File: config.mk
export PLATFORM = sky130hd
export DESIGN_NAME = ycbcr_view_ctrl
export DESIGN_NICKNAME = d
export VERILOG_FILES = /design/src/rtl/ycbcr_view_ctrl.sv
export SDC_FILE = /design/constraint.sdc
export NUM_CORES = 1
export LEC_CHECK = 0
export BUFFER_PORTS_ARGS = -buffer_cell sky130_fd_sc_hd__buf_2
export CAP_MARGIN = 20
export CORE_MARGIN = 8
export CORE_UTILIZATION = 50
export CTS_CLUSTER_DIAMETER = 30
export DETAILED_ROUTE_END_ITERATION = 6
export PLACE_DENSITY = 0.75
export SETUP_SLACK_MARGIN = 0.3
export SLEW_MARGIN = 20
export SYNTH_ARGS = -nofsm -noshare
export SYNTH_HDL_FRONTEND = slang
export SYNTH_SLANG_ARGS = --single-unit
File: constraint.sdc
create_clock -name clk -period 1.9 [get_ports clk]
set_input_delay 0 -clock clk [delete_from_list [all_inputs] [get_ports clk]]
set_output_delay 0 -clock clk [all_outputs]
set_load 0.005 [all_outputs]
File: src/rtl/ycbcr_view_ctrl.sv
// ycbcr_view_ctrl
// View controller for the RGB->YCbCr converter output. It lines the raw RGB
// stream up with the converter's delayed samples and picks one of six views.
// View changes are only applied at a frame start. It also checks each frame's
// geometry and counts completed frames.
//
// Config handshake (valid/ready): a request transfers on a rising clock edge
// where cfg_valid && cfg_ready are both high. cfg_mode and cfg_thresh are
// captured on that edge. cfg_ready then stays low until the captured request
// has been applied at a frame start. cfg_valid is ignored while cfg_ready is
// low, and the requester does not need to hold cfg_valid after the transfer.

module ycbcr_view_ctrl #(
  parameter int PIPE_LAT = 4,
  parameter int H_ACTIVE = 1024,
  parameter int V_ACTIVE = 768
) (
  input  logic        clk,
  input  logic        rst,
  input  logic [7:0]  rgb_r,
  input  logic [7:0]  rgb_g,
  input  logic [7:0]  rgb_b,
  input  logic        rgb_hs,
  input  logic        rgb_vs,
  input  logic        rgb_de,
  input  logic [7:0]  ycbcr_y,
  input  logic [7:0]  ycbcr_cb,
  input  logic [7:0]  ycbcr_cr,
  input  logic        ycbcr_hs,
  input  logic        ycbcr_vs,
  input  logic        ycbcr_de,
  input  logic [2:0]  cfg_mode,
  input  logic [7:0]  cfg_thresh,
  input  logic        cfg_valid,
  output logic        cfg_ready,
  output logic [7:0]  out_r,
  output logic [7:0]  out_g,
  output logic [7:0]  out_b,
  output logic        out_hs,
  output logic        out_vs,
  output logic        out_de,
  output logic [2:0]  cur_mode,
  output logic [15:0] frame_cnt,
  output logic        frame_err
);

  // View encodings
  localparam logic [2:0] MODE_RGB  = 3'd0;
  localparam logic [2:0] MODE_Y    = 3'd1;
  localparam logic [2:0] MODE_CB   = 3'd2;
  localparam logic [2:0] MODE_CR   = 3'd3;
  localparam logic [2:0] MODE_BIN  = 3'd4;
  localparam logic [2:0] MODE_SKIN = 3'd5;

  // Skin-tone window in the chroma plane, bounds inclusive
  localparam logic [7:0] SKIN_CB_LO = 8'd77;
  localparam logic [7:0] SKIN_CB_HI = 8'd127;
  localparam logic [7:0] SKIN_CR_LO = 8'd133;
  localparam logic [7:0] SKIN_CR_HI = 8'd173;

  // Geometry counter limits and expected sizes at counter width
  localparam logic [11:0] PIX_MAX   = 12'hFFF;
  localparam logic [10:0] LINE_MAX  = 11'h7FF;
  localparam logic [11:0] PIX_EXP   = 12'(H_ACTIVE);
  localparam logic [10:0] LINE_EXP  = 11'(V_ACTIVE);

  typedef enum logic {
    CFG_IDLE    = 1'b0,
    CFG_PENDING = 1'b1
  } cfg_state_t;

  // ---------------------------------------------------------------------------
  // Declarations
  // ---------------------------------------------------------------------------
  logic [23:0] rgb_pipe [PIPE_LAT];
  logic [23:0] rgb_al;

  logic        vs_q;
  logic        de_q;
  logic        fs;
  logic        de_fall;

  cfg_state_t  cfg_state;
  logic [2:0]  pend_mode;
  logic [7:0]  pend_thresh;
  logic [7:0]  thresh_q;

  logic [23:0] view_rgb;
  logic        bin_hit;
  logic        skin_hit;

  logic [11:0] pix_cnt;
  logic [10:0] line_cnt;
  logic [10:0] line_eff;
  logic        line_bad;
  logic        line_bad_now;
  logic        armed;

  // The raw sync inputs only document the alignment; they carry no function.
  logic        unused_rgb_sync;
  assign unused_rgb_sync = ^{rgb_hs, rgb_vs, rgb_de};

  // ---------------------------------------------------------------------------
  // RGB delay line: its tail is sample-aligned with the converter output
  // ---------------------------------------------------------------------------
  // Shift raw RGB through PIPE_LAT registers
  always_ff @(posedge clk) begin
    if (rst) begin
      for (int i = 0; i < PIPE_LAT; i++) begin
        rgb_pipe[i] <= '0;
      end
    end else begin
      rgb_pipe[0] <= {rgb_r, rgb_g, rgb_b};
      for (int i = 1; i < PIPE_LAT; i++) begin
        rgb_pipe[i] <= rgb_pipe[i-1];
      end
    end
  end

  assign rgb_al = rgb_pipe[PIPE_LAT-1];

  // ---------------------------------------------------------------------------
  // Sync history and edge detection on the converter-side syncs
  // ---------------------------------------------------------------------------
  // Remember last cycle's vs/de for edge detection
  always_ff @(posedge clk) begin
    if (rst) begin
      vs_q <= 1'b0;
      de_q <= 1'b0;
    end else begin
      vs_q <= ycbcr_vs;
      de_q <= ycbcr_de;
    end
  end

  assign fs      = ycbcr_vs & ~vs_q;
  assign de_fall = de_q & ~ycbcr_de;

  // ---------------------------------------------------------------------------
  // View selection
  // ---------------------------------------------------------------------------
  assign bin_hit  = (ycbcr_y >= thresh_q);
  assign skin_hit = (ycbcr_cb >= SKIN_CB_LO) && (ycbcr_cb <= SKIN_CB_HI) &&
                    (ycbcr_cr >= SKIN_CR_LO) && (ycbcr_cr <= SKIN_CR_HI);

  // Build the displayed pixel for the current view from the aligned sample
  always_comb begin
    view_rgb = 24'h000000;
    case (cur_mode)
      MODE_RGB:  view_rgb = rgb_al;
      MODE_Y:    view_rgb = {ycbcr_y,  ycbcr_y,  ycbcr_y};
      MODE_CB:   view_rgb = {ycbcr_cb, ycbcr_cb, ycbcr_cb};
      MODE_CR:   view_rgb = {ycbcr_cr, ycbcr_cr, ycbcr_cr};
      MODE_BIN:  view_rgb = bin_hit  ? 24'hFFFFFF : 24'h000000;
      MODE_SKIN: view_rgb = skin_hit ? 24'hFFFFFF : 24'h000000;
      default:   view_rgb = 24'h000000;
    endcase
  end

  // Register the output pixel and syncs; blank the pixel outside active video
  always_ff @(posedge clk) begin
    if (rst) begin
      out_r  <= 8'h00;
      out_g  <= 8'h00;
      out_b  <= 8'h00;
      out_hs <= 1'b0;
      out_vs <= 1'b0;
      out_de <= 1'b0;
    end else begin
      if (ycbcr_de) begin
        {out_r, out_g, out_b} <= view_rgb;
      end else begin
        {out_r, out_g, out_b} <= 24'h000000;
      end
      out_hs <= ycbcr_hs;
      out_vs <= ycbcr_vs;
      out_de <= ycbcr_de;
    end
  end

  // ---------------------------------------------------------------------------
  // Config FSM: hold one request and apply it at the next frame start.
  // cfg_ready is the registered image of the IDLE state.
  // ---------------------------------------------------------------------------
  // Accept a request in IDLE, apply it on fs while PENDING
  always_ff @(posedge clk) begin
    if (rst) begin
      cfg_state   <= CFG_IDLE;
      cfg_ready   <= 1'b1;
      pend_mode   <= 3'd0;
      pend_thresh <= 8'h00;
      cur_mode    <= MODE_RGB;
      thresh_q    <= 8'h00;
    end else begin
      case (cfg_state)
        CFG_IDLE: begin
          // An fs in the acceptance cycle is deliberately not used here
          if (cfg_valid) begin
            pend_mode   <= cfg_mode;
            pend_thresh <= cfg_thresh;
            cfg_state   <= CFG_PENDING;
            cfg_ready   <= 1'b0;
          end
        end
        CFG_PENDING: begin
          if (fs) begin
            // Undefined view codes fall back to RGB pass-through
            cur_mode  <= (pend_mode > MODE_SKIN) ? MODE_RGB : pend_mode;
            thresh_q  <= pend_thresh;
            cfg_state <= CFG_IDLE;
            cfg_ready <= 1'b1;
          end
        end
        default: begin
          cfg_state <= CFG_IDLE;
          cfg_ready <= 1'b1;
        end
      endcase
    end
  end

  // ---------------------------------------------------------------------------
  // Geometry check
  // ---------------------------------------------------------------------------
  // A line that ends in the fs cycle still belongs to the frame being closed
  assign line_bad_now = de_fall && (pix_cnt != PIX_EXP);
  assign line_eff     = (de_fall && (line_cnt != LINE_MAX)) ? line_cnt + 11'd1
                                                             : line_cnt;

  // Count pixels/lines, latch bad lines and close the frame on fs
  always_ff @(posedge clk) begin
    if (rst) begin
      pix_cnt   <= 12'd0;
      line_cnt  <= 11'd0;
      line_bad  <= 1'b0;
      armed     <= 1'b0;
      frame_cnt <= 16'd0;
      frame_err <= 1'b0;
    end else if (fs) begin
      // The first fs after reset only starts a frame; there is none to close
      armed <= 1'b1;
      if (armed) begin
        frame_cnt <= frame_cnt + 16'd1;
        frame_err <= (line_eff != LINE_EXP) || line_bad || line_bad_now;
      end
      pix_cnt  <= 12'd0;
      line_cnt <= 11'd0;
      line_bad <= 1'b0;
    end else begin
      if (de_fall) begin
        pix_cnt <= 12'd0;
      end else if (ycbcr_de && (pix_cnt != PIX_MAX)) begin
        pix_cnt <= pix_cnt + 12'd1;
      end
      line_cnt <= line_eff;
      if (line_bad_now) begin
        line_bad <= 1'b1;
      end
    end
  end

endmodule

==> impl_metrics.ini <==
[clock_network]
clock_sinks = 189
root_buffer = clkbuf_16
h-tree-depth = 4
clockBufferDepth = 2
clk_latency_ns = 0.43
cts.clk_slew.worst_paths_ns = 0.07
cts_tree = yes
numCtsBuffers = 17

[global_route]
grt_pass1_wl_mm = 27.2
grt_pass1_vias = 5632
grtUsageTotal_pct = 18.8
antenna_found_initial = 1
grt_max_degree = 58
gr-total-overflow = 0

[synthesis]
synth-async-reset-ratio_pct = 0
synth_top_area_share_pct = 55.2
yosys.area.top_type = dfxtp_1
syn_area_per_cell_sq_um = 9.65
ys_types = 54
synth_most_common_cell = dfxtp_1
synth_area_sq_mm = 0.00686
synth_area_leaders = dfxtp_1 (55%), nor2b_1 (9.5%), a21oi_1 (3.9%)
synth_edf_count = 0
ys_seq_area_share_pct = 55.2
yosys_register_bits = 189
ys_top_cells_by_count = dfxtp_1 (189), nor2b_1 (104), nand2_1 (59)
synth_flop_cell = dfxtp_1
yosysWarningCount = 0
synth_cells = 711
synth_nets = 791

[outcome]
violations = setup timing
outcome = complete, but fails checks

[routing]
route.met2.wl_mm = 8.22
highest_layer = met4
dr_total_vias = 5732
drtPass1Iterations = 5
routedWlPerCell_microns = 15.4
avgViaCountPerCell = 5.20
drt-initial-drc-count = 316
post-route-drc-count = 0
wl_met1_mm = 7.14
dr_wl_met3_microns = 977
final_antenna_net_count = 0
drt_wl_total_mm = 17.0

[layout]
post-route-util_pct = 70.6
n_fill_cell = 968
fin_nets = 988
final_cells = 1102
layout-drive-gt1-share_pct = 28.8
synthToLayoutAreaGrowth_pct = 40.7

[place]
dp_cells = 993
portBuffers = 112
dpl.hpwl_mm = 10.5
place.gp.congestion = 0.874
dp_slack_ns = -0.0843

[power_and_ir_drop]
p_sw_share_pct = 23.2
clkPwrFrac_pct = 41.9
power_uw = 7980
pwr-share-seq_pct = 51.5
vdd_drop_max_v = 0.000637
pwr_density_cell_mw_per_mm2 = 827
pwr-share-comb_pct = 6.6
p_leak_uw = 0.00386
p_int_uw = 6130
p_switching_uw = 1850

[floorplanning]
die_h_microns = 133
dieArea_sq_mm = 0.0177
die-width_microns = 133
ios = 116
row_count = 43
initial_core_util_pct = 50.2
core_sq_mm = 0.0137

[setup_path]
crit_path_start_kind = flop
crit_type = flop to flop
endpoint_kind = flop
cp_data_arrival_time_ns = 2.23
worst_ep_required_time_ns = 2.20
worst-path-max-fanout = 4

[sta]
hold_violations = 0
max_freq_mhz = 516
relSlewSlack_pct = 52.5
finalCritPeriodShare_pct = 102
finClkSkew_ns = 0.0105
rsz0062_at_grt = yes
timing.final.max_slew_violations = 0
period_minus_slack_ns = 1.94
setup_slack_ns = -0.0374
worstMarginPinSlew_ns = 0.711
finalSetupViolCount = 1
tns_ns = -0.0374

[hold_path]
hp-class = input pin to flop

[job]
maxCapViolCount = 0
==> placed cells by master, fill, tap and decap left out, drive strengths merged, types with 4 or more instances in the layout <==
cell type,synthesis,routed
dfxtp,189,189
a21o,4,4
inv,15,23
nand2,59,59
and3,14,14
o21ai,12,12
o211ai,5,5
buf,6,159
xor2,14,14
nor2,53,53
clkbuf,33,20
mux2i,4,4
and4,7,7
nor2b,104,104
a21oi,54,54
nand3,14,14
a22oi,9,9
mux2,8,8
ha,12,12
dlygate4sd3,0,58
a31oi,27,27
and2,5,5
nor3,10,10
xnor2,12,12
nand4,8,8
==> repair_timing <==
action                                 in CTS  in global routing
buffers inserted                            8                  4
gates resized for setup                    37                 42
hold buffers                               58                  0
setup endpoints to repair                  34                 50
pin swaps                                  17                 19
endpoints found under the hold margin      52                  0
cloned                                      6                  0
==> sequential cells by signal (all words and copies together) (netlist names) <==
signal	cells
cur_mode	3
pend_mode	3
thresh_q	8
armed	1
rgb_pipe	96
pix_cnt	12
line_cnt	11
frame_cnt	16
out_g	8
cfg_state	1
cfg_ready	1
out_vs	1
out_r	8
frame_err	1
out_de	1
out_b	8
pend_thresh	8
out_hs	1
line_bad	1
==> cell families after synthesis <==
| family | count (synthesis) | synth area share (%) |
|---|---|---|
| compound gates | 126 | 11.3 |
| flops | 189 | 55.2 |
| mux | 12 | 1.90 |
| buf+inv | 54 | 3.19 |
| xor+xnor | 26 | 3.32 |
| simple gates | 292 | 22.9 |
| fa+ha+maj | 12 | 2.19 |
==> worst max-delay path, cell delays in order (launching register included) <==
cell and delay [ns]:
dfxtp_2 0.34, inv_2 0.06, ha_1 0.14, or4b_4 0.48, o32ai_4 0.24, o2111ai_2 0.14, a2111oi_2 0.30, a31oi_1 0.13
==> final timing paths <==
check / to / slack, ns / depth (start not counted) / from
setup reg to reg: frame_err / -0.04 / 7 / pix_cnt[0]
setup / recovery: frame_err / -0.04 / 7 / pix_cnt[0]
hold / removal: out_r[7] / 0.26 / 5 / ycbcr_cb[7]
hold reg to reg: rgb_pipe[1][3] / 0.44 / 1 / rgb_pipe[0][3]
==> power groups by stage <==
stage	combinational, uW	sequential (uW)	clock, uW
detailed placement	380	4200	0
global placement	368	4190	0
CTS	499	4110	3380
finish	528	4110	3340
global route	580	4120	3560
floorplan	236	4190	0
==> metrics by stage <==
| step | hold slack (ns) | cell area (sq um) |
|---|---|---|
| final | 0.259 | 9650 |
| after global routing | 0.289 | 9650 |
| after CTS | 0.191 | 9360 |
| after detailed placement | 0.212 | 7750 |
| after global placement | 0.207 | 7750 |
| after floorplan | 0.128 | 6910 |
==> per-layer routing <==
metal,vias up,GRT usage (%)
met3,53,4.89
met5,-,0
met2,204,31.3
met4,0,10.3
met1,2669,21.7
li1,2806,-
==> final cells by class <==
class | instances | area (sq um) | share of cell area (%)
sequential | 189 | 3790 | 39.3
multi-input combinational | 468 | 3320 | 34.4
timing repair buffer | 217 | 1690 | 17.5
clock buffer | 20 | 457 | 4.73
tap | 180 | 225 | 2.33
clock inverter | 12 | 101 | 1.05
inverter | 15 | 56.3 | 0.583
antenna | 1 | 2.50 | 0.0259
Note: power is estimated with default switching activity, not from simulation.
